--- src/rtl/sub1b.sv ---
// 1-bit full subtractor slice: combinational difference/borrow/propagate plus
// a one-cycle registered copy with synchronous active-high reset.
module sub1b (
  input  logic iA,
  input  logic iB,
  input  logic iC,
  output logic oS,
  output logic oC,
  output logic oP,
  input  logic iCLK,
  input  logic iRST,
  output logic qS,
  output logic qC,
  output logic qP
);

  logic borrow_gen;
  logic borrow_prop;

  logic s_d, c_d, p_d;
  logic s_q, c_q, p_q;

  // A borrow is generated when 0-1, and passed through when the operand bits match.
  always_comb begin
    borrow_gen  = ~iA & iB;
    borrow_prop = ~(iA ^ iB);
    oS          = iA ^ iB ^ iC;
    oC          = borrow_gen | (borrow_prop & iC);
    oP          = borrow_prop;
  end

  always_comb begin
    s_d = oS;
    c_d = oC;
    p_d = oP;
  end

  always_ff @(posedge iCLK) begin
    if (iRST) begin
      s_q <= 1'b0;
      c_q <= 1'b0;
      p_q <= 1'b0;
    end else begin
      s_q <= s_d;
      c_q <= c_d;
      p_q <= p_d;
    end
  end

  assign qS = s_q;
  assign qC = c_q;
  assign qP = p_q;

endmodule

--- config.mk ---
export PLATFORM = sky130hd
export DESIGN_NAME = sub1b
export DESIGN_NICKNAME = d
export VERILOG_FILES = /design/src/rtl/sub1b.sv
export SDC_FILE = /design/constraint.sdc
export NUM_CORES = 1
export LEC_CHECK = 0
export BUFFER_PORTS_ARGS = -buffer_cell sky130_fd_sc_hd__buf_2
export CELL_PAD_IN_SITES_DETAIL_PLACEMENT = 0
export CELL_PAD_IN_SITES_GLOBAL_PLACEMENT = 2
export CORE_AREA = 2 2 39 41
export CTS_BUF_LIST = sky130_fd_sc_hd__clkbuf_16
export CTS_CLUSTER_DIAMETER = 60
export CTS_CLUSTER_SIZE = 16
export DETAILED_ROUTE_END_ITERATION = 8
export DIE_AREA = 0 0 41 43
export PLACE_DENSITY_LB_ADDON = 0.1
export RECOVER_POWER = 100
export SYNTH_ARGS = -nofsm -noshare
export SYNTH_HDL_FRONTEND = slang
export SYNTH_SLANG_ARGS = --single-unit
--- constraint.sdc ---
create_clock -name iCLK -period 0.9 [get_ports iCLK]
set_input_delay 0.09 -clock iCLK [delete_from_list [all_inputs] [get_ports iCLK]]
set_output_delay 0.09 -clock iCLK [all_outputs]
set_load 0.005 [all_outputs]
==> summary.md, run 1 <==
| Metric | Value |
|---|---|
| Synthesized cell area | `116 um^2` |
| Largest family of logic cells by synthesized area | `adder cells` |
| Cell row count | `14` |
| Gate Count Post-Synth | `10` |
| Setup WS post-layout | `-0.0822 ns` |
| Initial Util | `roughly 8.4%` |
| CTS root buffer | `clkbuf_16` |
| Crit path arrival time | `0.89 ns` |
| Relative slew slack | `between 90 and 100%` |
| Placer Congestion | `roughly 0.56` |
| F_max | `roughly 1000 MHz` |
| Final-report setup violation count | `1` |
| RSZ-0062 raised after global routing | `yes` |
| CTS tree | `built` |
| Worst setup EP type | `output pin` |
| Via/cell ratio | `a little over 3` |
| Slowest-stage cell, CP | `fa_1` |
| CTS Buf Count | `3` |
| Power Dens Cells | `between 3000 and 4000 nW/um^2` |
| I/O Pins | `11` |
| Cells along the critical path | `buf_6, fa_1, inv_1, buf_2` |
| CP startpoint kind | `input pin` |
| Complex-gate fraction of the synthesized area | `0%` |
| WHS Path Cells | `2` |
| Setup WS pre-CTS | `-0.139 ns` |
| Slew at the pin closest to its max-slew limit | `about 0.092 ns` |
| Max Root-Sink Buffers | `2` |
| MaxCap Viol Count | `0` |
| Synthesized area per cell | `about 12 um^2` |
| Iter 0 DRT Violations | `1` |
| Synth Register Bits | `3` |
| XOR/XNOR share of the synthesized area | `0%` |
| Seq. cell area | `roughly 60 um^2` |
| Commonest non-fill, non-tap cell in the layout | `buf_2` |
| Number of port buffers | `10` |
| Final Critical Period | `0.982 ns` |
| CTS Sinks | `3` |
| Fin. max-slew vios | `0` |
| Worst path buffer plus inverter count | `3` |
| Ant diodes | `0` |
| Synth unique cells | `6` |
| # DRC | `0` |
| Synthesized Nets | `17` |
| Ys Warns | `0` |
| Pre-antenna DRT Iters | `2` |
| Status | `finished with violations` |
| Most frequent cells in the layout | `buf_2, inv_1, clkbuf_16, buf_4, dfxtp_1` |
| Fin nets | `35` |
| Crit path kind | `input pin to output pin` |
| Power, Total | `~0.0009 W` |
| Area delta synth->final | `158%` |
| Clock-pin slew on the worst setup and hold paths | `around 0.030 ns` |
| Tcrit/Tclk final | `109%` |
| Critical Path RT | `~0.81 ns` |
| Pleak | `approximately 0.16 nW` |
| Hold Fails Final Rpt | `0` |
| Violated checks | `setup timing` |
| Gr usage total | `between 4 and 5%` |
| Via count | `133` |
| Wire length per cell | `roughly 6.9 um` |
| Min-Delay Path Class | `input pin to flip-flop` |
| Full die area | `1760 um^2` |
| Multiplexer share of the synthesized area | `0%` |
| Area share of and/or/nand/nor cells after synthesis | `between 10% and 20%` |
| Gr ovfl total | `0` |
| Delay-heaviest family, CP | `adder cells` |
| Hold Crit Start | `iRST` |
| Seq/Total Area, Yosys | `approximately 52%` |
| Max incr delay on CP | `about 0.55 ns` |
| # fillers | `~160` |
| Largest net degree at the start of global routing | `4` |
| H-tree Lvls | `1` |
| Worst-path fanout max | `2` |
| Initial antenna violation count | `0` |
| Drt total wl | `just under 300 um` |
| Vias in the first global route | `130` |
| Multi-input logic area | `approximately 50 um^2` |
| Share of cells above drive strength 1 | `approximately 59%` |
| Final ANT Viol Nets | `0` |
| First-pass GRT wire length | `~420 um` |
| VDD IR-drop max | `approximately 470 uV` |
| Adder-cell share of the synthesized area | `between 20% and 30%` |
| Die Width | `41 um` |
| Die Y | `approximately 43 um` |
| Core Region | `1380 um^2` |
| Cts hold-fix bufs | `0` |
| WHS Endpoint | `qS$_SDFF_PP0_` |
[flip-flops by register name, summed over array words and instances (netlist names)]
| signal | flops |
|---|---|
| qC | 1 |
| qP | 1 |
| qS | 1 |
[cells in the mapped netlist]
library cell | count | area (um^2)
dfxtp_1 | 3 | 60.1
inv_1 | 2 | 7.51
nor2b_1 | 2 | 12.5
fa_1 | 1 | 20.0
ha_1 | 1 | 12.5
nor2_1 | 1 | 3.75
[what timing repair did]
action | CTS | global route
buffers inserted | 0 | 1
resized for setup | 1 | 1
pin swaps | 1 | 1
endpoints found under the setup margin | 1 | 1
[final cells by class]
type | count | area share [%]
Inverter | 2 | 2.50
Clock inverter | 1 | 1.25
Sequential cell | 3 | 20.0
Multi-Input combinational cell | 5 | 16.2
Tap cell | 16 | 6.67
Clock buffer | 3 | 25.0
Timing Repair Buffer | 13 | 28.3
[cells by family (layout without fill, tap and decap cells)]
| group | count (synthesis) | in the layout |
|---|---|---|
| flip-flops | 3 | 3 |
| buffers and inverters | 2 | 19 |
| AND/OR/NAND/NOR | 3 | 3 |
| adder cells (fa/ha/maj) | 2 | 2 |
[stage by stage]
step / TNS (ns) / utilization, % / hold slack (ns) / cell area, um^2 / instances
global placement: -0.204 / 14.6 / 0.286 / 201 / 38
finish: -0.0822 / 21.7 / 0.0508 / 300 / 43
CTS: -0.0995 / 20.7 / 0.0547 / 287 / 42
floorplan: 0 / - / 0.157 / 116 / 10
detailed placement: -0.209 / 14.6 / 0.286 / 201 / 38
global route: -0.120 / 21.7 / 0.0574 / 300 / 43
[report_power, final]
group          switching [W]  internal (W)  total (W)
sequential        0.00000186      0.000145   0.000147
clock               0.000117      0.000572   0.000690
combinational      0.0000320     0.0000538  0.0000858
[routing by layer]
metal | GRT usage [%] | vias up | part of all wire (%)
met5 | 0 | - | 0
met4 | 8.00 | 0 | 8.4
met3 | 3.14 | 3 | 22
met2 | 5.00 | 11 | 39
met1 | 3.19 | 57 | 30
li1 | - | 62 | -
[how the worst max path moves through the flow]
stage | depth (start not counted) | from | to | slack (ns)
detailed placement | 5 | iA | oS | -0.14
CTS | 4 | iC | oS | -0.1
global route | 4 | iB | oS | -0.12
finish | 4 | iB | oS | -0.08
global placement | 5 | iA | oS | -0.14
floorplan | 3 | iA | qS$_SDFF_PP0_ | 0.07
Note: power is estimated with default switching activity, not from simulation.
==> inputs of run 2 (changes only) <==
SKIP_CTS_REPAIR_TIMING = 1   (was unset)
==> summary.md, run 2 (synthesized netlist as in run 1, its figures left out) <==
| Metric | Value |
|---|---|
| Gr ovfl total | `0 (unchanged)` |
| Violated checks | `setup timing (unchanged)` |
| Largest net degree at the start of global routing | `4 (unchanged)` |
| CTS tree | `built (unchanged)` |
| Internal | `0.000769 W (was 0.000771 W)` |
| Fin nets | `35 (unchanged)` |
| F_max | `1020 MHz (about the same)` |
| Combinational power share | `9.0% (was 9.3%)` |
| I/O Pins | `11 (unchanged)` |
| Die Y | `43 um (unchanged)` |
| Number of port buffers | `10 (unchanged)` |
| Final-report setup violation count | `1 (unchanged)` |
| Area delta synth->final | `153% (was 158%)` |
| Ant diodes | `0 (unchanged)` |
| Final Critical Period | `0.979 ns (was 0.982 ns)` |
| Via count | `133 (unchanged)` |
| Cell row count | `14 (unchanged)` |
| CTS Sinks | `3 (unchanged)` |
| Tcrit/Tclk final | `109% (about the same)` |
| Layout Cells excl Fill | `43 (unchanged)` |
| Setup WS post-layout | `-0.0789 ns (was -0.0822 ns)` |
| VDD IR-drop max | `471 uV (was 472 uV)` |
| Final ANT Viol Nets | `0 (unchanged)` |
| Sw Ratio | `16.4% (about the same)` |
| Gr usage total | `4.61% (was 4.41%)` |
| Full die area | `1760 um^2 (unchanged)` |
| CTS root buffer | `clkbuf_16 (unchanged)` |
| Pre-antenna DRT Iters | `2 (unchanged)` |
| Commonest non-fill, non-tap cell in the layout | `buf_2 (unchanged)` |
| Slew at the pin closest to its max-slew limit | `0.0918 ns (about the same)` |
| Pleak | `0.158 nW (was 0.160 nW)` |
| Worst Setup SP | `iC (was iB)` |
| MaxCap Viol Count | `0 (unchanged)` |
| Via/cell ratio | `3.09 (unchanged)` |
| Status | `finished with violations (unchanged)` |
| Clock-pin slew on the worst setup and hold paths | `0.03 ns (about the same)` |
| Power Dens Cells | `3130 nW/um^2 (was 3070 nW/um^2)` |
| Worst setup EP type | `output pin (unchanged)` |
| WHS | `0.0508 ns (unchanged)` |
| Iter 0 DRT Violations | `1 (unchanged)` |
| First-pass GRT wire length | `448 um (was 420 um)` |
| CTS Buf Count | `3 (unchanged)` |
| Initial antenna violation count | `0 (unchanged)` |
| Psw | `0.000151 W (about the same)` |
| Max Root-Sink Buffers | `2 (unchanged)` |
| Setup WS pre-CTS | `-0.139 ns (unchanged)` |
| Clock network power share | `75.0% (was 74.8%)` |
| CP startpoint kind | `input pin (unchanged)` |
| Hold Fails Final Rpt | `0 (unchanged)` |
| H-tree Lvls | `1 (unchanged)` |
| Relative slew slack | `93.9% (unchanged)` |
| Placer Congestion | `0.558 (unchanged)` |
| Layout Utilization | `21.2% (was 21.7%)` |
| Crit path arrival time | `0.89 ns (about the same)` |
| Share of cells above drive strength 1 | `59.3% (unchanged)` |
| Seq pwr share | `16.0% (was 15.9%)` |
| Drt total wl | `301 um (was 298 um)` |
| Critical Path RT | `0.81 ns (about the same)` |
| Fin. max-slew vios | `0 (unchanged)` |
| Most frequent cells in the layout | `buf_2, inv_1, clkbuf_16, buf_4, dfxtp_1 (unchanged)` |
| Hold Crit Start | `iRST (unchanged)` |
| Die Width | `41 um (unchanged)` |
| Vias in the first global route | `135 (was 130)` |
| Initial Util | `8.41% (unchanged)` |
| Core Region | `1380 um^2 (unchanged)` |
| # DRC | `0 (unchanged)` |
| Min-Delay Path Class | `input pin to flip-flop (unchanged)` |
| Inst Count DP | `38 (unchanged)` |
| Crit path kind | `input pin to output pin (unchanged)` |
| Setup TNS | `-0.0789 ns (was -0.0822 ns)` |
| Wire length per cell | `7.00 um (was 6.93 um)` |
| RSZ-0062 raised after global routing | `yes (unchanged)` |
| Worst-path fanout max | `2 (unchanged)` |
==> run 2: area by class of cell <==
class | count | area [um^2]
clock inverter | 1 | 3.75
timing repair buffer | 13 | 78.8
sequential | 3 | 60.1
clock buffer | 3 | 75.1
fill | 162 | 1090
inverter | 2 | 7.51
tap | 16 | 20.0
multi-input combinational | 5 | 48.8
==> run 2: per-layer routing <==
layer | wire length, um | vias to the layer above | part of all wire [%] | GRT usage, %
met3 | 66 | 3 | 22 | 3.14
met1 | 90 | 57 | 30 | 3.51
met4 | 25 | 0 | 8.3 | 8.00
li1 | - | 62 | - | -
met2 | 118 | 11 | 39 | 5.31
met5 | 0 | - | 0 | 0
==> run 2: worst paths after layout <==
check,to,slack (ns),depth (start not counted)
setup / recovery,oS,-0.08,4
hold / removal,qS$_SDFF_PP0_,0.05,2
==> run 2: worst max-delay path, cell delays in order <==
cell and delay (ns):
buf_6 0.09, fa_1 0.55, inv_1 0.04, buf_2 0.11
==> run 2: power by group through the flow <==
stage                     combinational (W)  sequential, W  clock [W]
after global routing              0.0000946       0.000148   0.000718
final                             0.0000832       0.000147   0.000690
after floorplan                   0.0000250       0.000152          0
after detailed placement          0.0000741       0.000149          0
after CTS                         0.0000749       0.000147   0.000702
after global placement            0.0000746       0.000149          0
==> run 2: stage by stage <==
| step | area (um^2) | power [W] |
|---|---|---|
| CTS | 280 | 0.000925 |
| detailed placement | 201 | 0.000223 |
| global route | 294 | 0.000960 |
| global placement | 201 | 0.000224 |
| finish | 294 | 0.000920 |
| floorplan | 116 | 0.000177 |
